File: src/rtl/skewed_weight_bank_pkg.sv
// Shared configuration for the skewed weight bank: default geometry, read-mode
// encoding and pointer sizing.
package skewed_weight_bank_pkg;

    localparam int unsigned sys_cols       = 4;
    localparam int unsigned W_BITWIDTH     = 8;
    localparam int unsigned w_buffer_depth = 4;

    typedef enum logic {
        ALIGNED = 1'b0,
        SKEW    = 1'b1
    } mode_e;

    // Pointer width: address bits plus one wrap bit.
    function automatic int unsigned ptr_width(input int unsigned depth);
        return $clog2(depth) + 1;
    endfunction

endpackage

File: src/rtl/wb_column_fifo.sv
// One weight column: circular store with write, read and mark pointers, where
// the mark lets retained entries be replayed after a rewind.
module wb_column_fifo
    import skewed_weight_bank_pkg::*;
#(
    parameter int unsigned DWIDTH = W_BITWIDTH,
    parameter int unsigned DEPTH  = w_buffer_depth
) (
    input  logic                         clk,
    input  logic                         rstn,
    input  logic                         wr_en,
    input  logic [DWIDTH-1:0]            i_data,
    input  logic                         rd_req,
    input  logic                         retain,
    input  logic                         rewind,
    output logic                         o_valid,
    output logic [DWIDTH-1:0]            o_data,
    output logic                         full_c,
    output logic                         empty_c,
    output logic [$clog2(DEPTH+1)-1:0]   count_c,
    output logic                         ovf_c,
    output logic                         udf_c
);

    localparam int unsigned PW = ptr_width(DEPTH);
    localparam int unsigned AW = PW - 1;
    localparam int unsigned CW = $clog2(DEPTH + 1);

    logic [DWIDTH-1:0] mem [DEPTH];
    logic [PW-1:0]     wr_ptr;
    logic [PW-1:0]     rd_ptr;
    logic [PW-1:0]     mark_ptr;
    logic [PW-1:0]     used;
    logic [PW-1:0]     held;
    logic              do_wr;
    logic              do_rd;

    // Space is bounded by the mark, not the read pointer, so retained words are never overwritten.
    assign held    = wr_ptr - mark_ptr;
    assign used    = wr_ptr - rd_ptr;
    assign full_c  = (held == PW'(DEPTH));
    assign empty_c = (wr_ptr == rd_ptr);
    assign count_c = CW'(used);

    assign do_wr = wr_en & ~full_c;
    assign do_rd = rd_req & ~empty_c & ~rewind;
    assign ovf_c = wr_en & full_c;
    assign udf_c = rd_req & empty_c;

    always_ff @(posedge clk) begin
        if (do_wr) begin
            mem[wr_ptr[AW-1:0]] <= i_data;
        end
    end

    always_ff @(posedge clk or negedge rstn) begin
        if (!rstn) begin
            wr_ptr   <= '0;
            rd_ptr   <= '0;
            mark_ptr <= '0;
            o_valid  <= 1'b0;
            o_data   <= '0;
        end else begin
            o_valid <= do_rd;
            if (do_wr) begin
                wr_ptr <= wr_ptr + PW'(1);
            end
            if (rewind) begin
                rd_ptr <= mark_ptr;
            end else if (do_rd) begin
                rd_ptr <= rd_ptr + PW'(1);
                o_data <= mem[rd_ptr[AW-1:0]];
                if (!retain) begin
                    mark_ptr <= rd_ptr + PW'(1);
                end
            end
        end
    end

endmodule

File: src/rtl/skewed_weight_bank.sv
// Bank of independent weight columns whose reads are either issued together or
// staggered one cycle per column along a diagonal skew chain.
module skewed_weight_bank
    import skewed_weight_bank_pkg::*;
#(
    parameter int unsigned NUM_COLS = sys_cols,
    parameter int unsigned DWIDTH   = W_BITWIDTH,
    parameter int unsigned DEPTH    = w_buffer_depth
) (
    input  logic                                       clk,
    input  logic                                       rstn,
    input  logic [NUM_COLS-1:0]                        wr_en,
    input  logic [NUM_COLS-1:0][DWIDTH-1:0]            i_data,
    input  logic                                       read,
    input  logic                                       skew_mode,
    input  logic                                       retain,
    input  logic                                       rewind,
    output logic [NUM_COLS-1:0]                        o_valid,
    output logic [NUM_COLS-1:0][DWIDTH-1:0]            o_data,
    output logic [NUM_COLS-1:0]                        full,
    output logic [NUM_COLS-1:0]                        empty,
    output logic [NUM_COLS-1:0][$clog2(DEPTH+1)-1:0]   count,
    output logic                                       overflow,
    output logic                                       underflow,
    output logic                                       busy
);

    logic [NUM_COLS-1:0] sk_q;
    logic [NUM_COLS-1:0] sk_d;
    logic [NUM_COLS-1:0] rd_req;
    logic [NUM_COLS-1:0] ovf_c;
    logic [NUM_COLS-1:0] udf_c;
    mode_e               mode_q;
    mode_e               mode_c;
    logic                rewind_ok;

    // Mode may only change while the chain is drained; otherwise the latched mode holds.
    assign busy      = |sk_q;
    assign mode_c    = busy ? mode_q : mode_e'(skew_mode);
    assign rewind_ok = rewind & ~read & ~busy;

    always_comb begin
        rd_req    = '0;
        sk_d      = '0;
        rd_req[0] = read;
        for (int c = 1; c < NUM_COLS; c++) begin
            rd_req[c] = (mode_c == SKEW) ? sk_q[c] : read;
            sk_d[c]   = (mode_c == SKEW) & rd_req[c-1];
        end
    end

    always_ff @(posedge clk or negedge rstn) begin
        if (!rstn) begin
            sk_q      <= '0;
            mode_q    <= SKEW;
            overflow  <= 1'b0;
            underflow <= 1'b0;
        end else begin
            sk_q      <= sk_d;
            mode_q    <= mode_c;
            overflow  <= overflow | (|ovf_c);
            underflow <= underflow | (|udf_c);
        end
    end

    for (genvar gc = 0; gc < NUM_COLS; gc++) begin : g_col
        wb_column_fifo #(
            .DWIDTH (DWIDTH),
            .DEPTH  (DEPTH)
        ) u_col (
            .clk     (clk),
            .rstn    (rstn),
            .wr_en   (wr_en[gc]),
            .i_data  (i_data[gc]),
            .rd_req  (rd_req[gc]),
            .retain  (retain),
            .rewind  (rewind_ok),
            .o_valid (o_valid[gc]),
            .o_data  (o_data[gc]),
            .full_c  (full[gc]),
            .empty_c (empty[gc]),
            .count_c (count[gc]),
            .ovf_c   (ovf_c[gc]),
            .udf_c   (udf_c[gc])
        );
    end

endmodule

File: config.mk
export PLATFORM = sky130hd
export DESIGN_NAME = skewed_weight_bank
export DESIGN_NICKNAME = d
export VERILOG_FILES = /design/src/rtl/skewed_weight_bank_pkg.sv /design/src/rtl/wb_column_fifo.sv /design/src/rtl/skewed_weight_bank.sv
export SDC_FILE = /design/constraint.sdc
export NUM_CORES = 1
export LEC_CHECK = 0
export ABC_CLOCK_PERIOD_IN_PS = 3060
export BUFFER_PORTS_ARGS = -buffer_cell sky130_fd_sc_hd__buf_2
export CORE_AREA = 3 3 135 124
export CTS_CLUSTER_DIAMETER = 50
export DETAILED_ROUTE_END_ITERATION = 10
export DIE_AREA = 0 0 138 127
export PLACE_DENSITY = 0.87
export SLEW_MARGIN = 20
export SYNTH_ARGS = -nofsm -noshare
export SYNTH_HDL_FRONTEND = slang
export SYNTH_HIERARCHICAL = 1
export SYNTH_SLANG_ARGS = --single-unit
File: constraint.sdc
create_clock -name clk -period 3.06 [get_ports clk]
set_input_delay 0.612 -clock clk [delete_from_list [all_inputs] [get_ports clk]]
set_output_delay 0.612 -clock clk [all_outputs]
set_load 0.1 [all_outputs]
==> metrics.md <==
| Metric | Value |
|---|---|
| Filler cells | 1051 |
| Area growth from synthesis to final layout | 18.32% |
| Startpoint class of the critical path | register |
| Hpwl dp | 11650 um |
| Crit Path Category | register to primary output |
| WP data required | 2.45 ns |
| Initial DRC count | 294 |
| Clock Latency Late Sink | 0.50 ns |
| Syn Nets | 621 |
| Worst R2R Setup Slack | 0.62 ns |
| Finish-stage setup viols | 0 |
| # placed instances | 842 |
| Remaining global-route overflow | 0 |
| Global-route wire length before repair | 27460 um |
| Setup TNS Final | 0 ns |
| Worst reg2reg endpoint | g_col[3].u_col/o_data[4]$_DFFE_PN0P_ |
| Fmax achieved | 338.9 MHz |
| Crit. End Element | primary output |
| Family with the most delay on the worst path | flip-flops |
| Die ar. | 17530 um2 |
| Synth cell count leaders | edfxtp_1, dfrtp_1, ha_1, inv_1, mux2_2 |
| Via count of the first global-routing pass | 5341 |
| Share of Yosys cell area claimed by the top area cell type | 43.12% |
| Boundary Pins | 101 |
| CTS tree | built |
| Final Skew | 0.01068 ns |
| Synthesized flop and latch total | 206 |
| Sequential fraction of the synthesis area | 65.02% |
| EDFF count, synth | 128 |
| Min-delay worst type | input pin to asynchronous set/reset pin |
| Die Wd | 138 um |
| Largest net degree at the start of global routing | 41 |
| Final min period | 2.950 ns |
| Antenna Cells | 0 |
| Core area | 15390 um2 |
| Slew Viols, Final | 0 |
| Clock Tree Root | clkbuf_16 |
| Area contributors post-synth | edfxtp_1, dfrtp_1, mux4_2, ha_1, mux2_2 |
| Worst slew margin | 60.20% |
| WL final | 16940 um |
| Total CTS buffers | 23 |
| Drt pass-1 iters | 4 |
| FFs w/ async S/R, synth | 37.86% |
| Mapped cell area | 8915 um2 |
| Cell taking the most area after synthesis | edfxtp_1 |
| Top-count cell post-synth | edfxtp_1 |
| Clock tree buffer depth | 3 |
| WP data arrival | 2.34 ns |
| H-tree Lvls | 1 |
| Worst r2r path cells | 8 |
| Sink Count | 206 |
| Non-filler cells, final | 883 |
| Slowest stage delay, CP | 0.67 ns |
| Reg2reg start | sk_q[2]$_DFF_PN0_ |
| DR vias | 4951 |
| RSZ-0062 raised after global routing | no |
| WP buf/inv | 2 |
| Initial antenna violation count | 0 |
| Vias per cell | 5.607 |
| Post-synth cell types | 37 |
| Antenna viol nets, final | 0 |
| GPL Wtd Cong | 0.8377 |
| Slowest cell on crit path | dfrtp_1 |
| Port buffer count | 100 |
| Slew @ Worst Pin | 0.5971 ns |
| # rows | 43 |
| DR WL/cell | 19.19 um |
| Post-route DRC | 0 |
| Die H | 127 um |
| Layout cells sized above 1 | 37.89% |
| Period utilisation layout | 96.42% |
| Status | completed |
| Max FO, Critical Path | 12 |
| Post-synthesis area per instance | 16.54 um2 |
| Nets@finish | 747 |
| CP cell instances | inv_1 -> ha_1 -> nand2_1 -> nor2_1 -> buf_2 |
| Cells after Synth | 539 |
| MaxCap Viol Count | 0 |
| Final hold violation count | 0 |
| Ys flop type | edfxtp_1 |
| Starting density of the core | 57.94% |
| Total GRT Usage | 19.51% |
| Clock transition at path regs | 0.06 ns |
| Yosys warnings | 6 |
-- kinds of logic after synthesis --
kind of cell | after synthesis | share of synthesized area [%]
buffers and inverters | 50 | 2.302
and+or+nand+nor | 67 | 4.449
adders and majority gates | 40 | 5.951
xor gates and xnor gates | 32 | 3.481
muxes | 82 | 14.44
DFF | 206 | 65.02
AOI/OAI and AO/OA | 62 | 4.351
-- sequential cells by signal, summed over array words and instances, names as in the netlist --
name and flops:
g_col.u_col/mark_ptr 12, g_col.u_col/mem 128, g_col.u_col/o_data 32, g_col.u_col/o_valid 4, g_col.u_col/rd_ptr 12, g_col.u_col/wr_ptr 12
mode_q 1, overflow 1, sk_q 3, underflow 1
-- placed cells by master, fill, tap and decap left out, types with 4 or more instances in the layout --
cell type    n
mux2i_1      9
clkbuf_16   23
mux2_4       4
nand2_1     16
xor2_1       8
fa_1         4
nor2b_1      4
a21o_1       4
and2_2      12
and3_2       4
edfxtp_1   128
buf_2       99
mux2_2      36
o21ai_0     27
o211ai_2     4
mux4_2      32
and2_1      10
ha_1        36
inv_1       36
a31oi_1     12
xnor2_1     16
a311oi_1     4
nor2_1       9
buf_4       14
or2_1        4
xor2_2       8
a21oi_1      8
dfrtp_1     74
-- how the worst max path moves through the flow --
stage | end | depth (start not counted) | start | slack (ns)
6_report | empty[1] | 5 | g_col[1].u_col/rd_ptr[1]$_DFFE_PN0P_ | 0.11
2_1_floorplan | empty[0] | 5 | g_col[0].u_col/rd_ptr[1]$_DFFE_PN0P_ | 0.02
3_5_place_dp | g_col[3].u_col/mark_ptr[1]$_DFFE_PN0P_ | 6 | read | 0.60
4_1_cts | empty[0] | 5 | g_col[0].u_col/rd_ptr[1]$_DFFE_PN0P_ | 0.06
5_1_grt | empty[1] | 5 | g_col[1].u_col/rd_ptr[1]$_DFFE_PN0P_ | 0.008
3_3_place_gp | g_col[3].u_col/mark_ptr[1]$_DFFE_PN0P_ | 6 | read | 0.68
-- routing by layer --
metal | GRT usage [%] | vias to the layer above | share of wire (%)
li1 | - | 2262 | -
met1 | 24.70 | 2518 | 42
met2 | 34.13 | 129 | 51
met3 | 4.004 | 42 | 4.7
met4 | 6.566 | 0 | 2.9
met5 | 0 | - | 0
-- worst reg2reg max path, stage by stage, from the launching register on --
cell and delay, ns:
dfrtp_1 0.44, nor3_2 0.33, inv_2 0.07, nor3b_2 0.40
buf_4 0.29, inv_1 0.11, o211ai_2 0.09, buf_4 0.23
mux2_2 0.36
-- repair_timing --
action / CTS / global route
hold buffers: 0 / 0
gates resized for setup: 0 / 3
setup buffers: 0 / 0
endpoints found under the setup margin: 0 / 3
-- through the flow --
step / utilization, % / instance area [um2] / hold WS, ns / setup slack [ns]
after global placement: 63.38 / 9752 / 0.4441 / 0.6772
after CTS: 68.52 / 10540 / 0.1241 / 0.05694
after detailed placement: 63.38 / 9752 / 0.4508 / 0.5970
final: 68.55 / 10550 / 0.1093 / 0.1096
after floorplan: - / 8945 / 0.3164 / 0.01543
after global routing: 68.55 / 10550 / 0.1380 / 0.008298
-- cell type report --
class                           instances  area [um2]  area share, %
Clock inverter                         15       185.2          1.756
Tap cell                              202       252.7          2.396
Multi-Input combinational cell        283        2943          27.90
Sequential cell                       206        5801          54.99
Timing Repair Buffer                  114       620.6          5.884
Clock buffer                           26       606.8          5.753
Inverter                               37       138.9          1.317
Power is not shown: default switching activity piles up to over one toggle a cycle in this logic, so the estimate is an artifact.
